`src/rtl/gem_csc_lut_pkg.sv`:
```
// Shared constants and types for the writable GEM-CSC slope-correction LUT.
// Table index is {isME1a, even, layer}; entry address is {table, bend}.
package gem_csc_lut_pkg;

  localparam int MXADRB     = 4;
  localparam int MXDATB     = 8;
  localparam int MXTBLB     = 3;
  localparam int LUT_ADRB   = MXTBLB + MXADRB;
  localparam int LUT_DEPTH  = 128;
  localparam int N_RD_PORTS = 5;

  localparam int TBL_LAYER_POS = 0;
  localparam int TBL_EVEN_POS  = 1;
  localparam int TBL_ME1A_POS  = 2;

  localparam logic [LUT_ADRB-1:0] LAST_ADR = LUT_ADRB'(LUT_DEPTH - 1);

  // GEM layer 1 is "A", layer 2 is "B".
  typedef enum logic {
    LAYER_A = 1'b0,
    LAYER_B = 1'b1
  } gem_layer_t;

  typedef enum logic {
    INIT  = 1'b0,
    READY = 1'b1
  } lut_state_t;

  function automatic logic [LUT_ADRB-1:0] lut_adr(
    input logic              me1a,
    input logic              even,
    input gem_layer_t        layer,
    input logic [MXADRB-1:0] bend
  );
    logic [MXTBLB-1:0] tbl;
    tbl                = '0;
    tbl[TBL_ME1A_POS]  = me1a;
    tbl[TBL_EVEN_POS]  = even;
    tbl[TBL_LAYER_POS] = layer;
    return {tbl, bend};
  endfunction

endpackage

```
`src/rtl/gem_csc_lut_ram.sv`:
```
// 128x8 flop array: one synchronous write port, five asynchronous read ports.
// Contents are not reset; the owner clears them with an init sweep.
module gem_csc_lut_ram
  import gem_csc_lut_pkg::*;
(
  input  logic                                 clock,
  input  logic                                 we,
  input  logic [LUT_ADRB-1:0]                  wr_adr,
  input  logic [MXDATB-1:0]                    wr_dat,
  input  logic [N_RD_PORTS-1:0][LUT_ADRB-1:0]  rd_adr,
  output logic [N_RD_PORTS-1:0][MXDATB-1:0]    rd_dat
);

  logic [MXDATB-1:0] mem [LUT_DEPTH];

  always_ff @(posedge clock) begin
    if (we) mem[wr_adr] <= wr_dat;
  end

  generate
    for (genvar gi = 0; gi < N_RD_PORTS; gi++) begin : g_rd
      assign rd_dat[gi] = mem[rd_adr[gi]];
    end
  endgenerate

endmodule

```
`src/rtl/gem_csc_slope_lut_writer.sv`:
```
// Writable GEM-CSC slope-correction LUT: init sweep FSM, auto-incrementing
// VME-style load/readback pointer, and four registered CLCT-to-GEM offsets.
module gem_csc_slope_lut_writer
  import gem_csc_lut_pkg::*;
(
  input  logic                clock,
  input  logic                reset,
  input  logic                ptr_load,
  input  logic [LUT_ADRB-1:0] ptr_adr,
  input  logic                wr_strobe,
  input  logic [MXDATB-1:0]   wr_data,
  output logic [MXDATB-1:0]   rd_data,
  output logic [LUT_ADRB-1:0] ptr,
  output logic                ptr_wrapped,
  output logic                wr_err,
  output logic                lut_ready,
  input  logic [MXADRB-1:0]   clct0_bend,
  input  logic [MXADRB-1:0]   clct1_bend,
  input  logic                isME1a0,
  input  logic                isME1a1,
  input  logic                even,
  output logic [MXDATB-1:0]   clct0_gemA_offset,
  output logic [MXDATB-1:0]   clct0_gemB_offset,
  output logic [MXDATB-1:0]   clct1_gemA_offset,
  output logic [MXDATB-1:0]   clct1_gemB_offset
);

  localparam int N_LOOKUP = 4;
  localparam int RB_PORT  = 4;

  lut_state_t                            state, state_next;
  logic [LUT_ADRB-1:0]                   init_adr;
  logic                                  ram_we;
  logic [LUT_ADRB-1:0]                   ram_wr_adr;
  logic [MXDATB-1:0]                     ram_wr_dat;
  logic [N_RD_PORTS-1:0][LUT_ADRB-1:0]   rd_adr;
  logic [N_RD_PORTS-1:0][MXDATB-1:0]     rd_dat;
  logic [N_LOOKUP-1:0][MXDATB-1:0]       offset;
  logic [LUT_ADRB-1:0]                   wr_base;

  // A same-cycle ptr_load redirects the write to the freshly loaded address.
  assign wr_base = ptr_load ? ptr_adr : ptr;

  always_ff @(posedge clock or posedge reset) begin
    if (reset) begin
      state    <= INIT;
      init_adr <= '0;
    end else begin
      state <= state_next;
      if (state == INIT) init_adr <= init_adr + 1'b1;
    end
  end

  always_comb begin
    state_next = state;
    ram_we     = 1'b0;
    ram_wr_adr = wr_base;
    ram_wr_dat = wr_data;
    case (state)
      INIT: begin
        ram_we     = 1'b1;
        ram_wr_adr = init_adr;
        ram_wr_dat = '0;
        if (init_adr == LAST_ADR) state_next = READY;
      end
      READY: begin
        ram_we = wr_strobe && lut_ready;
      end
      default: state_next = INIT;
    endcase
  end

  // lut_ready trails the state by one clock so it rises on the 129th edge.
  always_ff @(posedge clock or posedge reset) begin
    if (reset) begin
      lut_ready <= 1'b0;
    end else begin
      lut_ready <= (state == READY);
    end
  end

  always_ff @(posedge clock or posedge reset) begin
    if (reset) begin
      ptr         <= '0;
      ptr_wrapped <= 1'b0;
      wr_err      <= 1'b0;
    end else if (!lut_ready) begin
      if (ptr_load || wr_strobe) wr_err <= 1'b1;
    end else begin
      if (ptr_load) begin
        ptr         <= ptr_adr;
        ptr_wrapped <= 1'b0;
      end
      if (wr_strobe) begin
        ptr <= wr_base + 1'b1;
        if (wr_base == LAST_ADR) ptr_wrapped <= 1'b1;
      end
    end
  end

  gem_csc_lut_ram u_ram (
    .clock  (clock),
    .we     (ram_we),
    .wr_adr (ram_wr_adr),
    .wr_dat (ram_wr_dat),
    .rd_adr (rd_adr),
    .rd_dat (rd_dat)
  );

  // Lookup port gi: CLCT gi/2, GEM layer gi%2.
  generate
    for (genvar gi = 0; gi < N_LOOKUP; gi++) begin : g_lookup
      localparam gem_layer_t LAYER = (gi % 2 == 0) ? LAYER_A : LAYER_B;
      if (gi < 2) begin : g_clct0
        assign rd_adr[gi] = lut_adr(isME1a0, even, LAYER, clct0_bend);
      end else begin : g_clct1
        assign rd_adr[gi] = lut_adr(isME1a1, even, LAYER, clct1_bend);
      end

      always_ff @(posedge clock or posedge reset) begin
        if (reset) begin
          offset[gi] <= '0;
        end else begin
          offset[gi] <= lut_ready ? rd_dat[gi] : '0;
        end
      end
    end
  endgenerate

  assign rd_adr[RB_PORT] = ptr;

  always_ff @(posedge clock or posedge reset) begin
    if (reset) begin
      rd_data <= '0;
    end else begin
      rd_data <= lut_ready ? rd_dat[RB_PORT] : '0;
    end
  end

  assign clct0_gemA_offset = offset[0];
  assign clct0_gemB_offset = offset[1];
  assign clct1_gemA_offset = offset[2];
  assign clct1_gemB_offset = offset[3];

endmodule
```
`config.mk`:
```
export PLATFORM = sky130hd
export DESIGN_NAME = gem_csc_slope_lut_writer
export DESIGN_NICKNAME = d
export VERILOG_FILES = /design/src/rtl/gem_csc_lut_pkg.sv /design/src/rtl/gem_csc_lut_ram.sv /design/src/rtl/gem_csc_slope_lut_writer.sv
export SDC_FILE = /design/constraint.sdc
export NUM_CORES = 2
export LEC_CHECK = 0
export CORE_UTILIZATION = 45
export DETAILED_ROUTE_END_ITERATION = 8
export PLACE_DENSITY = 0.71
export SLEW_MARGIN = 20
export SYNTH_ARGS = -nofsm -noshare
export SYNTH_HDL_FRONTEND = slang
export SYNTH_SLANG_ARGS = --single-unit
```
`constraint.sdc`:
```
create_clock -name clock -period 10.92 [get_ports clock]
set_clock_uncertainty 0.1 [all_clocks]
set_input_delay 1.638 -clock clock [delete_from_list [all_inputs] [get_ports clock]]
set_output_delay 1.638 -clock clock [all_outputs]
set_load 0.1 [all_outputs]
```
**Word-level counts from Yosys, hierarchy flattened**

Memories as Yosys holds them, arrays and structs flattened.
Cells that the tools add are included.

- Add/sub/neg operators: 2
- $mul: 0
- Divide/modulo/power cells: 0
- Magnitude comparators: 0
- Equality and inequality tests: 2
- Shift operators: 0
- Mux-type cells: 17
- Bitwise operators: 2
- Reduce and logical (&&, ||, !) cells: 3

Operators by type and width:

| cell | count |
|---|---|
| $mux W8 | 6 |
| $mux W7 | 3 |
| $add A7 B1 Y7 const B | 2 |
| $eq A7 B7 Y1 const B | 2 |
| $mux W1 | 7 |
| $not A1 Y1 | 2 |
| $pmux W1 S2 | 1 |
| $reduce_and A2 Y1 | 1 |
| $logic_and A1 B1 Y1 | 1 |
| $logic_or A1 B1 Y1 | 1 |

- Register bits: 58
- Latch bits: 0
- Bits in writable memories: 1024
- Bits in read-only memories: 0
- Bits of input ports: 30
- Output and inout port bits: 50
- Logic and storage cells: 38
- Memories: 1

Memory list:

| memory | depth | width | read ports | clocked after Yosys merged registers in | wr ports | line | source |
|---|---|---|---|---|---|---|---|
| u_ram.mem | 128 | 8 | 5 | 0 | 1 | gem_csc_lut_ram.sv:14 | `logic [MXDATB-1:0] mem [LUT_DEPTH];` |

**Depth between registers and ports, before layout**

- Depth in word-level cells: 4
- Gate-level depth with buffers: 10
- Mapped depth without buffers: 9

**By module**

Synthesis repeated with hierarchy kept, for this count alone.

- Cells, all modules: 3522
- Area total of the unflattened synthesis: 73988.5 µm²

Modules (own cells, without submodules):

| module | instances | cells each | area each (µm²) | seq. area each (µm²) |
|---|---|---|---|---|
| gem_csc_lut_ram | 1 | 3307 | 71531.1 | 30749.5 |
| gem_csc_slope_lut_writer | 1 | 215 | 2457.4 | 1451.4 |

**Least setup slack after synthesis**

Ideal clock, no wire load.

- Kind: input to register
- From: in ptr_load
- To: mem u_ram.mem[100][0] (enable)
- Setup time: 0.370 ns
- Arrival: 3.512 ns
- Data required time: 10.450 ns
- Path slack: 6.938 ns
- Stages: 8
- Buffers on the path: 3
- Cell sequence: buf_2 mux2i_1 a21oi_1 clkbuf_1 or3_1 nand2b_1 buf_2 nor2_1

- Word-level cells in the longest chain between the ends: 2

Ends and longest elaborated chain:

| item | line | source |
|---|---|---|
| start, declared | gem_csc_slope_lut_writer.sv:8 | `input logic ptr_load,` |
| $mux W7 | n/a |  |
| $mux W7 | gem_csc_slope_lut_writer.sv:59 | `case (state)` |
| end, declared | gem_csc_lut_ram.sv:14 |  |

No other way between the ends.

**Worst setup path after layout**

- From: in ptr_load
- To: mem u_ram.mem[31][5] (enable)

Same word-level chain as after synthesis.

==> results.json <==
{
  "ys_ff_latch": 1082,
  "peakVddDrop_uv": 132,
  "ys_seq_area_share_pct": 55.4,
  "finalHoldViolCount": 0,
  "routed_wl_um": 195000,
  "path_max_fanout": 26,
  "async_flop_share_pct": 5.36,
  "powerDensity_nw_per_um2": 134,
  "layout_commonest_cell": "edfxtp_1",
  "final_cell_mix": "1024 x edfxtp_1, 808 x mux4_2, 258 x mux2i_1",
  "fmax_mhz": 179,
  "grt_max_degree": 126,
  "syn_nets": 3143,
  "path_clk_slew_ns": 0.06,
  "clk_path_buf_depth": 3,
  "start_util_pct": 45.5,
  "die_y_um": 362,
  "slew_viol_final": 0,
  "clk_latency_ns": 0.74,
  "vias": 36300,
  "maxSlewHeadroom_pct": 15.3,
  "final_cells": 4838,
  "grt_use_met2_pct": 43.2,
  "synth_cells": 3111,
  "cts_tree": "yes",
  "cts_buffers": 107,
  "cts-htree-levels": 3,
  "cts-root-buf": "clkbuf_16",
  "setup-tns-final_ns": 0,
  "synth_ff_type": "edfxtp_1",
  "drt_pre_antenna_iters": 7,
  "die_w_um": 362,
  "via_per_inst": 7.49,
  "num_io_pins": 80,
  "cts-hold-fix-buffers": 0,
  "dpl.hpwl_um": 130000,
  "multiInputGateArea_um2": 24600,
  "hold_ws_ns": 0.387,
  "grt_pass1_wl_um": 272000,
  "rsz0062_at_grt": "false",
  "worst_pin_slew_ns": 1.27,
  "grt.met1_usage_pct": 39.9,
  "synth.cell_area_um2": 58200,
  "cp-end-kind": "flip-flop",
  "dp.cells": 4636,
  "setup_violations": 0,
  "drc": 0,
  "antenna_found_initial": 9,
  "drive_above_1_share_pct": 34.5,
  "overflow": 0,
  "cts_resized": 0,
  "setup.worst_path.start_class": "input port",
  "track_usage_pct": 29.8,
  "drt_iter0_markers": 6900,
  "fin_crit_ns": 5.57,
  "place.gp.congestion": 0.984,
  "dieArea_um2": 131000,
  "p_leak_nw": 15.7,
  "crit_arrival_ns": 5.83,
  "nets": 3115,
  "synth_cell_types": 59,
  "yosys_warnings": 0,
  "syn_avg_cell_area_um2": 18.7,
  "rows": 131,
  "max-cap-violations": 0,
  "seqCellArea_um2": 32200,
  "grt_pass1_vias": 34200,
  "fillers": 10200,
  "busiest_layer": "met2",
  "synth_edf_count": 1024,
  "period_share_pct": 51.0,
  "critPathRequiredTime_ns": 11.17,
  "areaGrowthSynthToFinish_pct": 9.79,
  "core_um2": 128000,
  "clkSinkCount": 1082,
  "outcome": "finished clean",
  "drtAntennaViolNets": 0,
  "post-cts-setup-buffers": 0,
  "use_met3_pct": 10.7,
  "path_class": "input port to flip-flop",
  "wl_per_cell_um": 40.3,
  "numPortBuffers": 79,
  "hold_path.class": "flip-flop to flip-flop"
}
-- power by group --
part           internal [mW]  switching [mW]
logic                  0.117           0.175
registers               4.47               0
clock network           2.09            1.69
total                   6.68            1.86
-- cells by family (layout without fill, tap and decap cells) --
kind of cell / Yosys count / count (layout) / share of synthesized area (%)
XOR/XNOR: 11 / 11 / 0.166
AO/OA/AOI/OAI: 298 / 298 / 3.42
adder cells (fa/ha/maj): 2 / 2 / 0.0430
AND/OR/NAND/NOR: 353 / 353 / 2.73
multiplexers: 1073 / 1073 / 35.9
buffers and inverters: 292 / 355 / 2.43
flip-flops: 1082 / 1082 / 55.4
other: 0 / 2 / 0
-- layer usage --
metal | wire (um) | share of wire, %
met1 | 67200 | 34
met2 | 86000 | 44
met3 | 30700 | 16
met4 | 10900 | 5.6
met5 | 181 | 0.093
-- flip-flops by register name, summed over array words and instances, names as in the netlist, 7 cells and up --
| signal | count |
|---|---|
| clct1_gemA_offset | 8 |
| init_adr | 7 |
| clct0_gemA_offset | 8 |
| rd_data | 8 |
| clct0_gemB_offset | 8 |
| ptr | 7 |
| u_ram.mem | 1024 |
| clct1_gemB_offset | 8 |
-- cells in the mapped netlist (all sizes together) (3+ instances only) --
| cell | count | area share [%] |
|---|---|---|
| nor2 | 152 | 0.99 |
| nor2b | 18 | 0.19 |
| xor2 | 3 | 0.045 |
| nand3 | 58 | 0.50 |
| nor3 | 5 | 0.043 |
| a22oi | 88 | 1.1 |
| inv | 8 | 0.052 |
| mux2 | 6 | 0.12 |
| mux2i | 259 | 4.5 |
| dfrtp | 58 | 2.5 |
| a32oi | 7 | 0.11 |
| mux4 | 808 | 31 |
| a211oi | 7 | 0.099 |
| o211ai | 32 | 0.41 |
| edfxtp | 1024 | 53 |
| xnor2 | 8 | 0.12 |
| and2 | 15 | 0.16 |
| nand2 | 74 | 0.48 |
| buf | 150 | 1.5 |
| nand4 | 10 | 0.11 |
| a22o | 7 | 0.11 |
| clkbuf | 134 | 0.86 |
| a21oi | 63 | 0.55 |
| or3 | 3 | 0.032 |
| nand2b | 8 | 0.086 |
| o21ai | 59 | 0.51 |
| o221ai | 6 | 0.090 |
| a221oi | 7 | 0.11 |
| o22ai | 6 | 0.065 |
| nor3b | 3 | 0.039 |
-- final cells by class --
type,instances,share of cell area [%]
inverters,8,0.0470
well taps,1662,3.26
clock inverters,77,1.15
multi-input cells,1737,38.5
flip-flops and latches,1082,50.4
diodes,2,0.00784
repair buffers,147,2.16
clock buffers,123,4.38
-- critical path, cell delays in order --
cell and delay [ns]:
clkdlybuf4s50_1 1.12, mux2i_1 0.29, a21oi_1 0.79, nand3_2 1.04, nor2_1 0.93
-- metrics by stage --
step	total power, mW	worst slack, ns	cell area, um^2	utilization, %
4_1_cts	8.55	5.57	63900	49.9
3_3_place_gp	4.85	4.89	60300	47.2
3_5_place_dp	4.85	4.83	60300	47.2
2_1_floorplan	4.78	6.94	58200	-
5_1_grt	8.71	5.19	63900	50.0
6_report	8.54	5.35	63900	50.0
-- final timing paths --
| check | startpoint | endpoint | slack (ns) | cells past startpoint |
|---|---|---|---|---|
| max | ptr_load | u_ram.mem[31][5] | 5.35 | 5 |
| min | wr_err | wr_err | 0.39 | 1 |
| max reg2reg | ptr[1] | rd_data[5] | 5.73 | 8 |
| min reg2reg | wr_err | wr_err | 0.39 | 1 |
| max in group asynchronous | reset | ptr[1] | 8.67 | 3 |
| min in group asynchronous | reset | rd_data[3] | 1.39 | 3 |
Note: power is estimated with default switching activity, not from simulation.
